`src/rtl/pipe_pkg.sv`:
```
`default_nettype none
// +-----------------------------------------------------------------------+
// | pipe_pkg: stage state encoding and per-boundary bubble payloads        |
// | Rev 1.0                                                                |
// +-----------------------------------------------------------------------+
package pipe_pkg;

   typedef enum logic [1:0] {
      ST_EMPTY = 2'd0,
      ST_FULL  = 2'd1,
      ST_SKID  = 2'd2
   } stage_state_e;

   // ID/EX payload; a bubble must carry branch_sel=3'b010 ("no branch").
   typedef struct packed {
      logic [31:0] pc;
      logic [31:0] op_a;
      logic [31:0] op_b;
      logic [4:0]  rd;
      logic [3:0]  alu_op;
      logic        reg_we;
      logic        mem_re;
      logic        mem_we;
      logic [2:0]  branch_sel;
   } idex_t;

   typedef struct packed {
      logic [31:0] alu_res;
      logic [31:0] store_data;
      logic [4:0]  rd;
      logic        reg_we;
      logic        mem_re;
      logic        mem_we;
   } exmem_t;

   typedef struct packed {
      logic [31:0] wb_data;
      logic [4:0]  rd;
      logic        reg_we;
   } memwb_t;

   localparam int IDEX_W  = $bits(idex_t);
   localparam int EXMEM_W = $bits(exmem_t);
   localparam int MEMWB_W = $bits(memwb_t);

   localparam idex_t IDEX_BUBBLE_S = '{
      pc: 32'd0, op_a: 32'd0, op_b: 32'd0, rd: 5'd0, alu_op: 4'd0,
      reg_we: 1'b0, mem_re: 1'b0, mem_we: 1'b0, branch_sel: 3'b010
   };
   localparam exmem_t EXMEM_BUBBLE_S = '{
      alu_res: 32'd0, store_data: 32'd0, rd: 5'd0,
      reg_we: 1'b0, mem_re: 1'b0, mem_we: 1'b0
   };
   localparam memwb_t MEMWB_BUBBLE_S = '{
      wb_data: 32'd0, rd: 5'd0, reg_we: 1'b0
   };

   localparam logic [IDEX_W-1:0]  IDEX_BUBBLE  = IDEX_BUBBLE_S;
   localparam logic [EXMEM_W-1:0] EXMEM_BUBBLE = EXMEM_BUBBLE_S;
   localparam logic [MEMWB_W-1:0] MEMWB_BUBBLE = MEMWB_BUBBLE_S;

   function automatic logic [1:0] state_count(input stage_state_e s);
      case (s)
         ST_FULL: return 2'd1;
         ST_SKID: return 2'd2;
         default: return 2'd0;
      endcase
   endfunction

endpackage
`default_nettype wire

```
`src/rtl/pipe_stage_skid_reg.sv`:
```
`default_nettype none
// +-----------------------------------------------------------------------+
// | pipe_stage_skid_reg: valid/ready pipeline register, optional skid slot |
// | Rev 1.0                                                                |
// +-----------------------------------------------------------------------+
module pipe_stage_skid_reg
   import pipe_pkg::*;
#(
   parameter int              DATA_W     = 32,
   parameter logic [DATA_W-1:0] BUBBLE_VAL = {DATA_W{1'b0}},
   parameter bit              SKID_EN    = 1'b1
) (
   input  logic              clk_i,
   input  logic              rst_i,
   input  logic              flush_i,
   input  logic              hold_i,
   input  logic              valid_i,
   output logic              ready_o,
   input  logic [DATA_W-1:0] data_i,
   output logic              valid_o,
   input  logic              ready_i,
   output logic [DATA_W-1:0] data_o,
   output logic [1:0]        count_o
);

   stage_state_e      state;
   logic [DATA_W-1:0] main_data;
   logic [DATA_W-1:0] skid_data;
   logic              in_xfer;
   logic              out_xfer;

   // hold_i gates both handshakes, so a frozen stage never transfers.
   assign valid_o  = (state != ST_EMPTY) & ~hold_i;
   assign in_xfer  = valid_i & ready_o;
   assign out_xfer = valid_o & ready_i;

   // main_data is parked at BUBBLE_VAL whenever the stage is empty.
   assign data_o  = main_data;
   assign count_o = state_count(state);

   generate
      if (SKID_EN) begin : g_skid
         assign ready_o = (state != ST_SKID) & ~hold_i;
      end else begin : g_single
         assign ready_o = (ready_i | (state == ST_EMPTY)) & ~hold_i;
      end
   endgenerate

   always_ff @(posedge clk_i) begin
      if (rst_i || flush_i) begin
         state     <= ST_EMPTY;
         main_data <= BUBBLE_VAL;
         skid_data <= {DATA_W{1'b0}};
      end else if (!hold_i) begin
         case (state)
            ST_EMPTY: begin
               if (in_xfer) begin
                  main_data <= data_i;
                  state     <= ST_FULL;
               end
            end
            ST_FULL: begin
               if (in_xfer && out_xfer) begin
                  main_data <= data_i;
               end else if (out_xfer) begin
                  main_data <= BUBBLE_VAL;
                  state     <= ST_EMPTY;
               end else if (in_xfer && SKID_EN) begin
                  skid_data <= data_i;
                  state     <= ST_SKID;
               end
            end
            ST_SKID: begin
               if (out_xfer) begin
                  main_data <= skid_data;
                  skid_data <= {DATA_W{1'b0}};
                  state     <= ST_FULL;
               end
            end
            default: begin
               main_data <= BUBBLE_VAL;
               skid_data <= {DATA_W{1'b0}};
               state     <= ST_EMPTY;
            end
         endcase
      end
   end

endmodule
`default_nettype wire

```
`config.mk`:
```
export PLATFORM = sky130hd
export DESIGN_NAME = pipe_stage_skid_reg
export DESIGN_NICKNAME = d
export VERILOG_FILES = /design/src/rtl/pipe_pkg.sv /design/src/rtl/pipe_stage_skid_reg.sv
export SDC_FILE = /design/constraint.sdc
export NUM_CORES = 1
export LEC_CHECK = 0
export ABC_AREA = 0
export CAP_MARGIN = 15
export CORE_UTILIZATION = 31
export DETAILED_ROUTE_END_ITERATION = 8
export GPL_TIMING_DRIVEN = 0
export PLACE_DENSITY = 0.65
export SYNTH_ARGS = -nofsm -noshare
export SYNTH_HDL_FRONTEND = slang
export SYNTH_SLANG_ARGS = --single-unit
```
`constraint.sdc`:
```
create_clock -name clk_i -period 1.5 [get_ports clk_i]
set_input_delay 0.45 -clock clk_i [delete_from_list [all_inputs] [get_ports clk_i]]
set_output_delay 0.45 -clock clk_i [all_outputs]
set_load 0.05 [all_outputs]
```
==> results.toml, run 1 <==
[synthesis]
synth_top_area_share_pct = 44.6
synth_common_cells = "dfxtp_1 (66), a21oi_1 (35), nand2_1 (32), nand3_1 (32)"
yosysSeqAreaShare_pct = 44.6
yosysMostFrequentCell = "dfxtp_1"
syn-instance-count = 328
yosys.area.top_type = "dfxtp_1"
synth_fp_nets = 366
yosys_warnings = 0
synthFlopType = "dfxtp_1"
ys_types = 30
synth_area_um2 = 2960
synth-edff-count = 0
avgSynthCellArea_um2 = 9.04
synth-seq-cells = 66
synthTopCellsByArea = "dfxtp_1 (45%), a32o_1 (6.8%), a21oi_1 (5.9%)"
async_reset_ff_share_pct = 0

[die]
dieArea_um2 = 9960
die_width_um = 99.8
io_pins = 74
placementRows = 35
start_util_pct = 32.1
core_area_um2 = 9240
chipHeight_um = 99.8

[timing]
grt_setup_unrepaired = "true"
setup_viol = 40
fmax_mhz = 574
fin_crit_sh_pct = 116
min_period_ns = 1.74
hold_viol_final = 0
hold_slack_ns = 0.452
fin_ws_ns = -0.241
drv_slew = 0
fin_skew_ns = 0.00569
max_slew_margin_pct = 61.3
worstMarginPinSlew_ns = 0.580

[critical_path]
endpoint_kind = "flip-flop"
setup.worst_path.start_class = "flip-flop"
critPathKind = "flip-flop to flip-flop"
crit_arrival_ns = 1.98
crit_fanout = 6
path_cells = "buf_4 > mux2i_4 > a211o_4 > bufbuf_16 > a32o_1"
required_ns = 1.74
cp_slowest_stage_delay_ns = 0.40
cp_slowest_cell = "a211o_4"

[grt]
grt_pass1_wl_um = 14600
grt-busiest-layer = "met2"
met1_usage_pct = 24.7
grtUsageTotal_pct = 18.9
grt_pass1_vias = 2838
grt_start_max_net_pins = 12
grt_antenna_before_repair = 0
met2_usage_pct = 30.2
met3_usage_pct = 4.94
gr-total-overflow = 0

[final_layout]
final_nets = 465
fillers = 874
drive_above_1_share_pct = 30.6
diodes = 0
area_delta_synth_final_pct = 47.4

[outcome]
violations = "setup timing"
status = "finished with violations"

[cts]
cts-root-buf = "clkbuf_8"
cts_tree = "built"
cts_buffers = 9
cts_hold_buf = 0
clkTransAtPathRegs_ns = 0.07
cts_sinks = 66
htree_levels = 3
cts_buffer_depth = 2
worst_skew_pair.late_latency_ns = 0.34

[drt]
first_pass_iters = 4
drt_wl_total_um = 9190
ant_nets = 0
drtIter0Drc = 138
routed-via-count = 2964
drc = 0
avgViaCountPerCell = 5.28
wl_per_cell_um = 16.4

[placement]
globalplace.congestion = 0.761
dpl_worst_slack_ns = -0.839
hpwl_um = 5990
portBuffers = 71

[power]
leakage_nw = 1.69
total_power_w = 0.00378
p_per_area_nw_per_um2 = 865
vdd_drop_max_mv = 0.337

[flow_run]
drv_cap = 0

[min_path]
min_path_type = "flip-flop to flip-flop"
[layout by cell type (no fill, tap or decap), drive strengths merged]
cell type | netlist | routed
nor2b | 3 | 3
nand3 | 32 | 32
and2 | 1 | 1
nand3b | 2 | 2
dfxtp | 66 | 66
a22o | 20 | 20
nor3b | 1 | 1
o21bai | 2 | 2
o32ai | 13 | 13
inv | 14 | 14
bufbuf | 0 | 1
nor2 | 17 | 17
buf | 21 | 75
a22oi | 12 | 12
nor3 | 2 | 2
clkinv | 0 | 5
a32o | 20 | 20
dlygate4sd2 | 0 | 1
nand2b | 2 | 2
mux2i | 14 | 14
clkbuf | 14 | 23
a211o | 1 | 1
nand2 | 32 | 32
o21ai | 1 | 1
or2 | 1 | 1
o21ba | 1 | 1
a21oi | 35 | 35
clkdlybuf4s50 | 0 | 34
or3 | 1 | 1
[routing by layer]
metal  part of all wire [%]  wire length [um]
met2                     49              4530
met5                      0                 0
met1                     43              3930
met4                    1.4               129
met3                    6.5               601
[state kept, by name (all words and copies together) (netlist names)]
register   flops
data_o        32
state          2
skid_data     32
[repair_timing]
item / CTS / global route
setup endpoints to repair: 102 / 67
gates resized for setup: 252 / 12
pin swaps: 5 / 15
cloned: 2 / 0
setup buffers: 13 / 3
[critical path, delay by kind of cell (launching register included)]
family	cells	cell delay [ns]
buffers and inverters	2	0.42
multiplexers	1	0.19
flip-flops	1	0.37
AO/OA/AOI/OAI	2	0.65
[power by group]
part | leakage [nW] | internal (W) | switching, W | total [W]
combinational | 1.06 | 0.000280 | 0.000331 | 0.000612
sequential | 0.535 | 0.00177 | 0.0000141 | 0.00178
clock | 0.0988 | 0.000681 | 0.000702 | 0.00138
total | 1.69 | 0.00273 | 0.00105 | 0.00378
[logic make-up after synthesis]
family,count (synthesis),synth area share [%]
muxes,14,4.73
and+or+nand+nor,94,14.5
DFF,66,44.6
buffers and inverters,49,8.57
AOI/OAI and AO/OA,105,27.6
[final cells by class]
cell class | instances | area, um2 | share of cell area (%)
flip-flops and latches | 66 | 1330 | 30.4
clock inverters | 5 | 28.8 | 0.659
plain buffers | 34 | 348 | 7.96
clock buffers | 11 | 151 | 3.47
inverters | 14 | 55.1 | 1.26
multi-input cells | 213 | 1550 | 35.4
well taps | 129 | 161 | 3.69
repair buffers | 89 | 749 | 17.2
[final timing paths]
check / from / endpoint / slack, ns / cells past startpoint
max: state[0] / data_o[17] / -0.24 / 5
min: skid_data[4] / skid_data[4] / 0.45 / 2
max reg2reg: state[0] / data_o[17] / -0.24 / 5
min reg2reg: skid_data[4] / skid_data[4] / 0.45 / 2
[per-stage QoR]
step | setup TNS, ns | instance area, um2 | cells | utilization [%]
CTS | -5.75 | 4310 | 558 | 46.6
global placement | -46.96 | 3890 | 528 | 42.1
floorplan | -0.0109 | 3020 | 328 | -
finish | -5.52 | 4370 | 561 | 47.3
global route | -7.75 | 4370 | 561 | 47.3
detailed placement | -48.23 | 3890 | 528 | 42.1
(Power assumes the default switching activity.)
==> inputs of run 2 (changes only) <==
- CORE_MARGIN: default -> 1.5
- RECOVER_POWER: default -> 50
==> results.toml, run 2 (synthesized netlist as in run 1, its figures left out) <==
[grt]
grt_pass1_vias = 2905
gr-total-overflow = 0
grt_start_max_net_pins = 11
grtUsageTotal_pct = 19.4
grt_antenna_before_repair = 0
grt_pass1_wl_um = 15000

[power]
power_switching_w = 0.00104
internal_power_w = 0.00296
vdd_drop_max_mv = 0.433
seqPwrFrac_pct = 44.7
p_clk_share_pct = 39.2
p_comb_share_pct = 16.1
p_per_area_nw_per_um2 = 884
sw_frac_of_total_pct = 25.9
leakage_nw = 1.77

[drt]
drt_wl_total_um = 9990
first_pass_iters = 5
drtIter0Drc = 180
wl_per_cell_um = 17.5
routed-via-count = 3002
ant_nets = 0
avgViaCountPerCell = 5.27
drc = 0

[critical_path]
path_cells = "nor2b_2 > clkbuf_4 > buf_8 > buf_8"
critPathKind = "flip-flop to output pin"
cp_slowest_stage_delay_ns = 0.38
required_ns = 1.05
setup.worst_path.start_class = "flip-flop"
cp_common_cell = "buf_8"
cp_slowest_cell = "dfxtp_4"
crit_fanout = 5
crit_arrival_ns = 1.31
endpoint_kind = "output pin"

[final_layout]
area_delta_synth_final_pct = 52.7
diodes = 0
final_nets = 475
fillers = 866
drive_above_1_share_pct = 32.2
mostFrequentLayoutCell = "dfxtp_1"
final_cell_mix = "dfxtp_1 (64), buf_2 (36), a21oi_1 (35)"
fin_util_pct = 49.0

[die]
io_pins = 74
placementRows = 35
dieArea_um2 = 10200
chipHeight_um = 101
core_area_um2 = 9240
die_width_um = 101
start_util_pct = 32.1

[timing]
max_slew_margin_pct = 63.3
grt_setup_unrepaired = "true"
fin_skew_ns = 0.00645
fin_crit_sh_pct = 117
worstMarginPinSlew_ns = 0.551
hold_viol_final = 0
setup_viol = 38
fin_setup_tns_ns = -6.70
fmax_mhz = 567
min_period_ns = 1.76
fin_ws_ns = -0.262
drv_slew = 0

[cts]
worst_skew_pair.late_latency_ns = 0.35
clkTransAtPathRegs_ns = 0.07
cts_buffers = 9
cts_tree = "built"
htree_levels = 3
cts_sinks = 66
cts_buffer_depth = 2
cts-root-buf = "clkbuf_8"

[placement]
portBuffers = 71
hpwl_um = 6100
dpl_worst_slack_ns = -0.830
globalplace.congestion = 0.792

[outcome]
status = "finished with violations"
violations = "setup timing"

[flow_run]
drv_cap = 0

[min_path]
min_path_type = "flip-flop to flip-flop"
run 2: path summary, 6_finish.rpt:
| check | start | endpoint | slack, ns | depth (start not counted) |
|---|---|---|---|---|
| max | state[0] | count_o[0] | -0.26 | 4 |
| min | skid_data[20] | skid_data[20] | 0.45 | 2 |
| max reg2reg | state[0] | data_o[26] | -0.23 | 6 |
| min reg2reg | skid_data[20] | skid_data[20] | 0.45 | 2 |
run 2: metrics by stage:
step | hold slack (ns) | cell area [um2] | power, W | instances
after floorplan | 0.432 | 3020 | 0.00213 | 328
after detailed placement | 0.445 | 3890 | 0.00236 | 528
final | 0.453 | 4530 | 0.00400 | 570
after CTS | 0.455 | 4350 | 0.00397 | 560
after global routing | 0.466 | 4530 | 0.00413 | 570
after global placement | 0.438 | 3890 | 0.00235 | 528
run 2: power by group through the flow:
stage / sequential (W) / combinational, W / clock [W]
floorplan: 0.00190 / 0.000233 / 0
global placement: 0.00183 / 0.000524 / 0
detailed placement: 0.00183 / 0.000530 / 0
CTS: 0.00179 / 0.000604 / 0.00158
global route: 0.00179 / 0.000677 / 0.00166
finish: 0.00179 / 0.000644 / 0.00157
run 2: cell type report:
type / instances / area [um2] / area share (%)
plain buffers: 34 / 360 / 7.96
clock buffers: 13 / 169 / 3.73
clock inverters: 2 / 35.0 / 0.774
inverters: 14 / 55.1 / 1.22
multi-input cells: 213 / 1550 / 34.3
flip-flops and latches: 66 / 1330 / 29.4
well taps: 129 / 161 / 3.57
repair buffers: 99 / 866 / 19.1
run 2: what timing repair did:
item	CTS	global route
resized for setup	246	29
endpoints found under the setup margin	102	66
pin swaps	9	10
hold buffers	0	0
setup buffers	16	6
gates cloned	2	4
run 2: critical path, delay by kind of cell, from the launching register on:
kind / cells / cell delay [ns]
buf+inv: 3 / 0.42
simple gates: 1 / 0.16
flops: 1 / 0.38
run 2: routing by layer:
metal  part of all wire (%)  vias up  global-route usage [%]
li1                       -     1430                       -
met1                     43     1426                    24.5
met2                     49      125                    30.8
met3                    6.3       21                    4.72
met4                    2.2        0                    9.64
met5                      0        -                       0
==> inputs of run 3 (changes only) <==
- CTS_CLUSTER_DIAMETER: default -> 100
==> results of run 3 <==
No change in the layout: final DEF, timing and power equal those of run 2.
